**config.mk**
```make
export PLATFORM = sky130hd
export DESIGN_NAME = jtag_reg_arbiter
export DESIGN_NICKNAME = d
export VERILOG_FILES = /design/src/rtl/jtag_reg_arbiter.sv
export SDC_FILE = /design/constraint.sdc
export NUM_CORES = 1
export LEC_CHECK = 0
export ABC_CLOCK_PERIOD_IN_PS = 2000
export BUFFER_PORTS_ARGS = -buffer_cell sky130_fd_sc_hd__buf_4
export CORE_MARGIN = 2
export CORE_UTILIZATION = 45
export DETAILED_ROUTE_END_ITERATION = 8
export PLACE_DENSITY_LB_ADDON = 0.08
export SLEW_MARGIN = 20
export SYNTH_ARGS = -nofsm -noshare
export SYNTH_HDL_FRONTEND = slang
export SYNTH_SLANG_ARGS = --single-unit
```
**constraint.sdc**
```tcl
create_clock -name clk -period 2 [get_ports clk]
set_clock_uncertainty 0.2 [all_clocks]
set_input_delay 0.2 -clock clk [delete_from_list [all_inputs] [get_ports clk]]
set_output_delay 0.2 -clock clk [all_outputs]
set_load 0.02 [all_outputs]
```
**src/rtl/jtag_reg_arbiter.sv**
```systemverilog
// jtag_reg_arbiter
//   Register-bank controller behind a BSCANE2 user-chain shift register.
//   Synchronises the JTAG update strobe into clk, captures the shifted command,
//   and round-robin arbitrates it against a local requester for one shared bank
//   of 2^IDX_W x DATA_W config registers.
// Ports
//   clk, reset_n                    fabric clock, async active-low reset
//   jtag_update_i                   update strobe from the DRCK domain (async)
//   jtag_addr_i / jtag_data_i       shifted command: [IDX_W]=write, [IDX_W-1:0]=index
//   jtag_rdata_o / jtag_raddr_o     read-back data / echo of last executed JTAG command
//   loc_valid_i .. loc_wdata_i      local request (held until loc_ready_o)
//   loc_ready_o                     local request accepted this cycle
//   loc_rvalid_o / loc_rdata_o      one-cycle response pulse with data
//   cfg_o                           flat bank contents, reg i at [i*DATA_W +: DATA_W]
//   ovf_o / ovf_clr_i               sticky dropped-JTAG-command flag and its clear
module jtag_reg_arbiter #(
   parameter int unsigned DATA_W      = 8,
   parameter int unsigned IDX_W       = 3,
   parameter int unsigned SYNC_STAGES = 2
) (
   input  logic                        clk,
   input  logic                        reset_n,
   input  logic                        jtag_update_i,
   input  logic [IDX_W:0]              jtag_addr_i,
   input  logic [DATA_W-1:0]           jtag_data_i,
   output logic [DATA_W-1:0]           jtag_rdata_o,
   output logic [IDX_W:0]              jtag_raddr_o,
   input  logic                        loc_valid_i,
   input  logic                        loc_we_i,
   input  logic [IDX_W-1:0]            loc_idx_i,
   input  logic [DATA_W-1:0]           loc_wdata_i,
   output logic                        loc_ready_o,
   output logic                        loc_rvalid_o,
   output logic [DATA_W-1:0]           loc_rdata_o,
   output logic [(DATA_W<<IDX_W)-1:0]  cfg_o,
   output logic                        ovf_o,
   input  logic                        ovf_clr_i
);

   localparam int unsigned DEPTH = 1 << IDX_W;

   typedef enum logic [1:0] {
      S_IDLE    = 2'd0,
      S_GRANT_J = 2'd1,
      S_GRANT_L = 2'd2
   } state_t;

   state_t                r_state;
   logic [SYNC_STAGES-1:0] r_sync;
   logic                  r_sync_d;
   logic                  r_pend;
   logic                  r_last_j;
   logic [IDX_W:0]        r_cap_addr;
   logic [DATA_W-1:0]     r_cap_data;
   logic [DATA_W-1:0]     r_bank [DEPTH];

   logic                  w_jreq;
   logic                  w_ovf_set;
   logic                  w_cap_we;
   logic [IDX_W-1:0]      w_cap_idx;

   assign w_jreq    = r_sync[SYNC_STAGES-1] & ~r_sync_d;
   // A strobe during GRANT_J is not an overflow: the pending command is being consumed.
   assign w_ovf_set = w_jreq & r_pend & (r_state != S_GRANT_J);
   assign w_cap_we  = r_cap_addr[IDX_W];
   assign w_cap_idx = r_cap_addr[IDX_W-1:0];

   // Update-strobe synchroniser and rising-edge detector
   always_ff @(posedge clk or negedge reset_n) begin
      if (!reset_n) begin
         r_sync   <= '0;
         r_sync_d <= 1'b0;
      end else begin
         r_sync   <= {r_sync[SYNC_STAGES-2:0], jtag_update_i};
         r_sync_d <= r_sync[SYNC_STAGES-1];
      end
   end

   // Command capture, overflow flag, arbitration FSM and bank access
   always_ff @(posedge clk or negedge reset_n) begin
      if (!reset_n) begin
         r_state      <= S_IDLE;
         r_pend       <= 1'b0;
         r_last_j     <= 1'b0;
         r_cap_addr   <= '0;
         r_cap_data   <= '0;
         jtag_rdata_o <= '0;
         jtag_raddr_o <= '0;
         loc_ready_o  <= 1'b0;
         loc_rvalid_o <= 1'b0;
         loc_rdata_o  <= '0;
         ovf_o        <= 1'b0;
         for (int unsigned i = 0; i < DEPTH; i++) begin
            r_bank[i] <= '0;
         end
      end else begin
         loc_ready_o  <= 1'b0;
         loc_rvalid_o <= 1'b0;

         if (w_jreq && !w_ovf_set) begin
            r_cap_addr <= jtag_addr_i;
            r_cap_data <= jtag_data_i;
            r_pend     <= 1'b1;
         end else if (r_state == S_GRANT_J) begin
            r_pend <= 1'b0;
         end

         if (w_ovf_set) begin
            ovf_o <= 1'b1;
         end else if (ovf_clr_i) begin
            ovf_o <= 1'b0;
         end

         case (r_state)
            S_IDLE: begin
               // On contention the side that did not win last time is granted.
               if (r_pend && (!loc_valid_i || !r_last_j)) begin
                  r_state <= S_GRANT_J;
               end else if (loc_valid_i) begin
                  r_state     <= S_GRANT_L;
                  loc_ready_o <= 1'b1;
               end
            end
            S_GRANT_J: begin
               if (w_cap_we) begin
                  r_bank[w_cap_idx] <= r_cap_data;
                  jtag_rdata_o      <= r_cap_data;
               end else begin
                  jtag_rdata_o <= r_bank[w_cap_idx];
               end
               jtag_raddr_o <= r_cap_addr;
               r_last_j     <= 1'b1;
               r_state      <= S_IDLE;
            end
            S_GRANT_L: begin
               if (loc_we_i) begin
                  r_bank[loc_idx_i] <= loc_wdata_i;
                  loc_rdata_o       <= loc_wdata_i;
               end else begin
                  loc_rdata_o <= r_bank[loc_idx_i];
               end
               loc_rvalid_o <= 1'b1;
               r_last_j     <= 1'b0;
               r_state      <= S_IDLE;
            end
            default: r_state <= S_IDLE;
         endcase
      end
   end

   // Flatten bank for the config consumers
   always_comb begin
      cfg_o = '0;
      for (int unsigned i = 0; i < DEPTH; i++) begin
         cfg_o[i*DATA_W +: DATA_W] = r_bank[i];
      end
   end

endmodule

```
==> results.md, run 1 <==
* P_int at 8.01 mW
* Layout Nets at 785
* Sink Count at 106
* Initial antenna violation count at 0
* Sequential area share after synthesis at 0.429
* Maximum fanout along the worst path at 10
* Row count at 42
* Setup CP Type: register to register
* Cell mode on critical path: a21oi_1
* Ys async rst share at 1.00
* Drc violations at 0
* Gpl congestion at 0.962
* Routed Antenna Nets at 0
* Flops & latches, synth at 106
* NetSw at 5.95 mW
* Largest net degree at the start of global routing at 34
* Chip width at between 100 and 150 um
* Cell Area, Synth at 0.00618 sq mm
* Port bufs at ~120
* Hold Vio Cnt, Final at 0
* Reg2reg setup slack at -0.06 ns
* Crit-path slowest cell: dfrtp_2
* Crit-path max cell delay at between 0.5 and 0.6 ns
* Worst path required time at around 2 ns
* Slew headroom at 0.681
* Cell family with most CP delay: compound AO/OA/AOI/OAI gates
* Area fraction of the dominant cell type after synthesis at 0.429
* DR WL/cell at roughly 23 um
* Hold slack at 0.123 ns
* Share of cells above drive strength 1 at 0.441
* Status: finished, violations left
* DIE AREA at around 0.015 sq mm
* Final setup TNS at -0.143 ns
* Clock buffer count from CTS at 9
* Ports at 116
* Smallest setup slack after layout at -0.0554 ns
* Sequential Power Share at 0.293
* Synth Area per Inst at 10.9 sq um
* Die height at 121 um
* Area post-placement at 0.00769 sq mm
* Total congestion overflow at 0
* Largest cells by area after synthesis: dfrtp_1 (43%), mux2_2 (8.0%), o22ai_1 (7.4%)
* Bufs and invs on worst path at 1
* Peak supply drop at ~0.0011 V
* Area grow syn2layout at 38.8%
* Vias in the first global route at 5609
* Most common cell in the netlist: dfrtp_1
* CTS tree: done
* Mapped Cells at 569
* Fin cells at 933
* Class of the worst hold path: primary input to async pin
* Final WL at 21700 um
* Net Sw Frac at 0.426
* R2R Path End: jtag_rdata_o[4]
* Total track usage at 0.299
* Clock Tree Root: clkbuf_16
* Cell count along the critical path at 5
* Post-synth EDFFs at 0
* Fmax at 487 MHz
* H-tree depth at 3
* Most frequent cells after synthesis: dfrtp_1 (106), o22ai_1 (73), mux2_2 (44), nand2_1 (35)
* Core area at 0.0133 sq mm
* Inst Count DP at approximately 900
* CP Data Arrival Time at 2.08 ns
* Crit-path cells: buf_4 > mux2_2 > a221o_1 > a21oi_1 > a21oi_1
* Minimum clock period after layout at 2.06 ns
* RR Startpoint: r_cap_addr[1]
* Via Count at about 5700
* Path depth of the worst reg2reg path at 5
* RSZ-0062 raised after global routing: yes
* Leakage power at a little under 4 nW
* Hpwl dp at about 16000 um
* Post-synth top flop: dfrtp_1
* Post-route cell area at 0.00857 sq mm
* Final max-slew violation count at 0
* TritonRoute pass-1 iters at 6
* CP endpoint kind: register
* Syn. warnings at 0
* ANT cells at 0
* Clock Power Share at 0.140
* Clk Latency, worst-skew pair at 0.36 ns
* Starting density of the core at 0.463
* Vias per cell at 6.08
* P per Cell Area at 1630 mW/mm^2
* Clock Pin Slew Worst Setup and Hold Paths at 0.08 ns
* CP Launch Type: register
* Final setup vio count at 14
* Violated checks: setup timing
* Area leader, netlist: dfrtp_1
* Iteration-0 DRC Markers at 574
* Combinational power share at 0.566
* Slew of the pin with the lowest slew margin at 0.478 ns
* First-pass GRT wire length at 33000 um
* Max_cap viols at 0
* Clock buffer depth at 2
* Post-Synthesis Net Count at 602
* Distinct cells, synth at 47
* Tcrit/Tclk final at 1.03
[worst register-to-register path: stages, from the launching register on]
cell and delay, ns:
dfrtp_2 0.53, buf_4 0.21, mux2_2 0.34, a221o_1 0.29
a21oi_1 0.22, a21oi_1 0.13
[timing repair]
item / 4_1_cts / 5_1_grt
hold endpoints to repair: 137 / 0
pin swaps: 4 / 6
setup endpoints to repair: 65 / 56
cloned: 2 / 1
gates resized for setup: 17 / 36
setup buffers: 2 / 9
hold buffers: 24 / 0
[state kept, by name, indices dropped and copies added (netlist names), 2 cells and up]
| register | flops |
|---|---|
| cfg_o | 64 |
| loc_rdata_o | 8 |
| jtag_raddr_o | 4 |
| r_sync | 2 |
| r_cap_addr | 4 |
| jtag_rdata_o | 8 |
| r_cap_data | 8 |
| r_state | 2 |
[worst max-delay path by stage]
stage	slack (ns)	from	to
after floorplan	-0.08	r_state[1]	cfg_o[56]
after global placement	-0.15	r_cap_addr[0]	jtag_rdata_o[1]
after detailed placement	-0.1	r_cap_addr[0]	jtag_rdata_o[1]
after CTS	-0.02	r_state[1]	cfg_o[62]
after global routing	-0.07	r_state[0]	cfg_o[40]
final	-0.06	r_cap_addr[1]	jtag_rdata_o[4]
[cells by family (layout without fill, tap and decap cells)]
| family | count (synthesis) | after routing | synth area share |
|---|---|---|---|
| DFF | 106 | 106 | 0.429 |
| muxes | 112 | 112 | 0.230 |
| buffers and inverters | 62 | 250 | 0.0498 |
| adders and majority gates | 4 | 4 | 0.00810 |
| AOI/OAI and AO/OA | 157 | 157 | 0.163 |
| and+or+nand+nor | 128 | 128 | 0.119 |
[stage by stage]
step                power, mW  utilization  setup WS, ns
global route             14.6        0.642       -0.0686
floorplan                7.98            -       -0.0839
global placement         11.1        0.576        -0.149
finish                   14.0        0.642       -0.0554
CTS                      13.4        0.626       -0.0164
detailed placement       11.2        0.576       -0.0962
[power by group through the flow]
stage / combinational [mW] / sequential [mW] / clock (mW)
after floorplan: 3.53 / 4.45 / 0
after global placement: 7.06 / 4.04 / 0
after detailed placement: 7.13 / 4.05 / 0
after global routing: 8.38 / 4.18 / 2.07
after CTS: 7.39 / 4.03 / 1.98
final: 7.90 / 4.10 / 1.96
[area by class of cell]
class | instances | area [sq um]
Clock buffer | 12 | 246
Sequential cell | 106 | 2660
Inverter | 11 | 41.3
Tap cell | 176 | 220
Clock inverter | 4 | 76.3
Multi-Input combinational cell | 401 | 3400
Timing Repair Buffer | 223 | 1930
Fill cell | 1099 | 4780
[layout by cell type, fill, tap and decap left out, drive strengths merged, types with 2 or more instances in the layout]
cell type	count
buf	198
dfrtp	106
mux2	76
o22ai	73
nand2	41
mux2i	31
dlygate4sd3	24
o21ai	20
nand3b	16
a21oi	16
a31oi	15
nand2b	14
clkbuf	13
inv	10
nor2	9
nand3	9
nor4	9
or3b	7
and3	7
a221oi	7
mux4	5
a22oi	5
nor3	4
nor2b	4
nor3b	4
a22o	4
a211oi	4
ha	4
a21o	3
a221o	3
and2	3
o211ai	2
bufinv	2
clkinv	2
[routing by layer]
layer	vias up	track usage	part of all wire
met5	-	0	0
met4	0	0.0761	0.019
met3	35	0.0606	0.075
met2	299	0.466	0.46
met1	2807	0.426	0.44
li1	2527	-	-
No activity file was read; power rests on OpenSTA's default activity.
==> inputs of run 2 (changes only) <==
- CORE_UTILIZATION: 45 -> 50
==> run 2 against run 1 <==
Against the previous run:
- the flow still finishes with violations (setup timing)
- utilization is 5.6 points higher
- global-route usage is 2.9 points higher
- routed wire length is 1.1% lower
- cell count is 4.3% lower
- largest cell class unchanged
- largest power group unchanged
==> results.md, run 2 (same netlist as run 1, synthesis figures left out) <==
* DR WL/cell at 24.0 um
* CP Data Arrival Time at 2.08 ns
* Share of cells above drive strength 1 at 0.430
* Layout Nets at 775
* Routed Antenna Nets at 0
* RR Startpoint: r_state[0]
* Vias in the first global route at 5592
* Slew headroom at 0.678
* Setup CP Type: register to register
* Violated checks: setup timing
* Commonest cells after routing, fill and taps aside: buf_4 (174), dfrtp_1 (103), o22ai_1 (73)
* Chip width at 115 um
* Area post-placement at 0.00759 sq mm
* Row count at 40
* Multi-input logic area at 0.00339 sq mm
* Filler cells at 912
* Iteration-0 DRC Markers at 554
* CP startpoint: r_state[0]
* Clock buffer count from CTS at 9
* Minimum clock period after layout at 2.04 ns
* ANT cells at 0
* Drc violations at 0
* DIE AREA at 0.0133 sq mm
* First-pass GRT wire length at 32500 um
* R2R Path End: cfg_o[61]
* Core area at ~0.012 sq mm
* Largest net degree at the start of global routing at 35
* Worst path required time at 2.04 ns
* Clock buffer depth at 2
* Initial antenna violation count at 0
* TritonRoute pass-1 iters at 7
* Peak supply drop at ~0.0012 V
* Port bufs at 115
* Final setup vio count at 16
* Sink Count at 106
* Fmax at 490 MHz
* Total congestion overflow at 0
* Slew of the pin with the lowest slew margin at 0.483 ns
* CP Launch Type: register
* Class of the worst hold path: primary input to async pin
* Status: finished, violations left
* Smallest setup slack after layout at -0.0396 ns
* Path depth of the worst reg2reg path at 6
* Worst setup path end: cfg_o[61]
* CP endpoint kind: register
* H-tree depth at 3
* Hold Vio Cnt, Final at 0
* Die height at around 120 um
* Tcrit/Tclk final at 1.02
* Clock Tree Root: clkbuf_16
* Ports at between 100 and 150
* Maximum fanout along the worst path at 8
* Clock Pin Slew Worst Setup and Hold Paths at 0.07 ns
* Vias per cell at 6.40
* Total track usage at 0.327
* Post-route cell area at 0.00838 sq mm
* Area grow syn2layout at 35.7%
* Final WL at 21500 um
* CTS tree: done
* Leakage power at 3.92 nW
* Fin cells at 893
* Core Util, Final at 0.698
* Max_cap viols at 0
* Hpwl dp at about 15000 um
* Commonest non-fill, non-tap cell in the layout: buf_4
* Pre-CTS WS at -0.143 ns
* Gpl congestion at 0.933
* Via Count at 5711
* RSZ-0062 raised after global routing: yes
* Final max-slew violation count at 0
* Reg2reg setup slack at -0.04 ns
* Inst Count DP at 847
* Clk Latency, worst-skew pair at 0.36 ns
* Starting density of the core at 0.514
* P per Cell Area at ~1600 mW/mm^2
* Number of flip-flops in the largest register at 64
* FF+latch area at 0.00266 sq mm
## run 2: cell count changes in the layout (fill, tap and decap cells not counted), sizes merged
cell	before	now
buf	198	188
inv	10	12
bufinv	2	1
clkbuf	13	11
## run 2: timing repair
item,4_1_cts,5_1_grt
setup endpoints to repair,52,71
resized for setup,10,32
setup buffers,2,4
hold buffers,24,0
gates cloned,0,1
hold endpoints to repair,119,0
pin swaps,2,3
## run 2: where the power goes
part	internal, mW	switching (mW)	leakage [nW]
registers	2.99	1.06	1.37
clock network	0.977	0.828	0.141
logic	3.60	3.96	2.40
total	7.57	5.85	3.92
## run 2: layout make-up
class,count,area share
clock inverters,5,0.00746
inverters,11,0.00493
repair buffers,213,0.217
well taps,147,0.0219
clock buffers,10,0.0273
flip-flops and latches,106,0.317
multi-input cells,401,0.405
## run 2: how the worst min path moves through the flow
stage | startpoint | cells past startpoint | endpoint
2_1_floorplan | reset_n | 0 | cfg_o[0]
3_3_place_gp | reset_n | 1 | r_sync_d
3_5_place_dp | reset_n | 1 | r_sync_d
4_1_cts | loc_idx_i[1] | 3 | loc_rdata_o[1]
5_1_grt | loc_idx_i[1] | 3 | loc_rdata_o[1]
6_report | reset_n | 2 | loc_ready_o
## run 2: per-layer routing
layer | track usage | wire length, um | up-vias
li1 | - | - | 2523
met2 | 0.508 | 10100 | 272
met3 | 0.0564 | 1560 | 37
met1 | 0.472 | 9430 | 2879
met4 | 0.0996 | 403 | 0
met5 | 0 | 0 | -
## run 2: through the flow
stage	setup TNS [ns]	power [mW]	hold slack, ns
global placement	-0.167	10.9	-0.0305
floorplan	-0.767	7.98	-0.296
detailed placement	-1.13	11.0	-0.0303
finish	-0.451	13.4	0.130
global route	-2.46	14.0	0.144
CTS	0	13.0	0.110
## run 2: critical path, stage by stage (launching register included)
cell and delay (ns):
dfrtp_1 0.37, inv_2 0.08, ha_4 0.21, nand2b_1 0.12
and3_4 0.34, and2_4 0.28, mux2_4 0.31
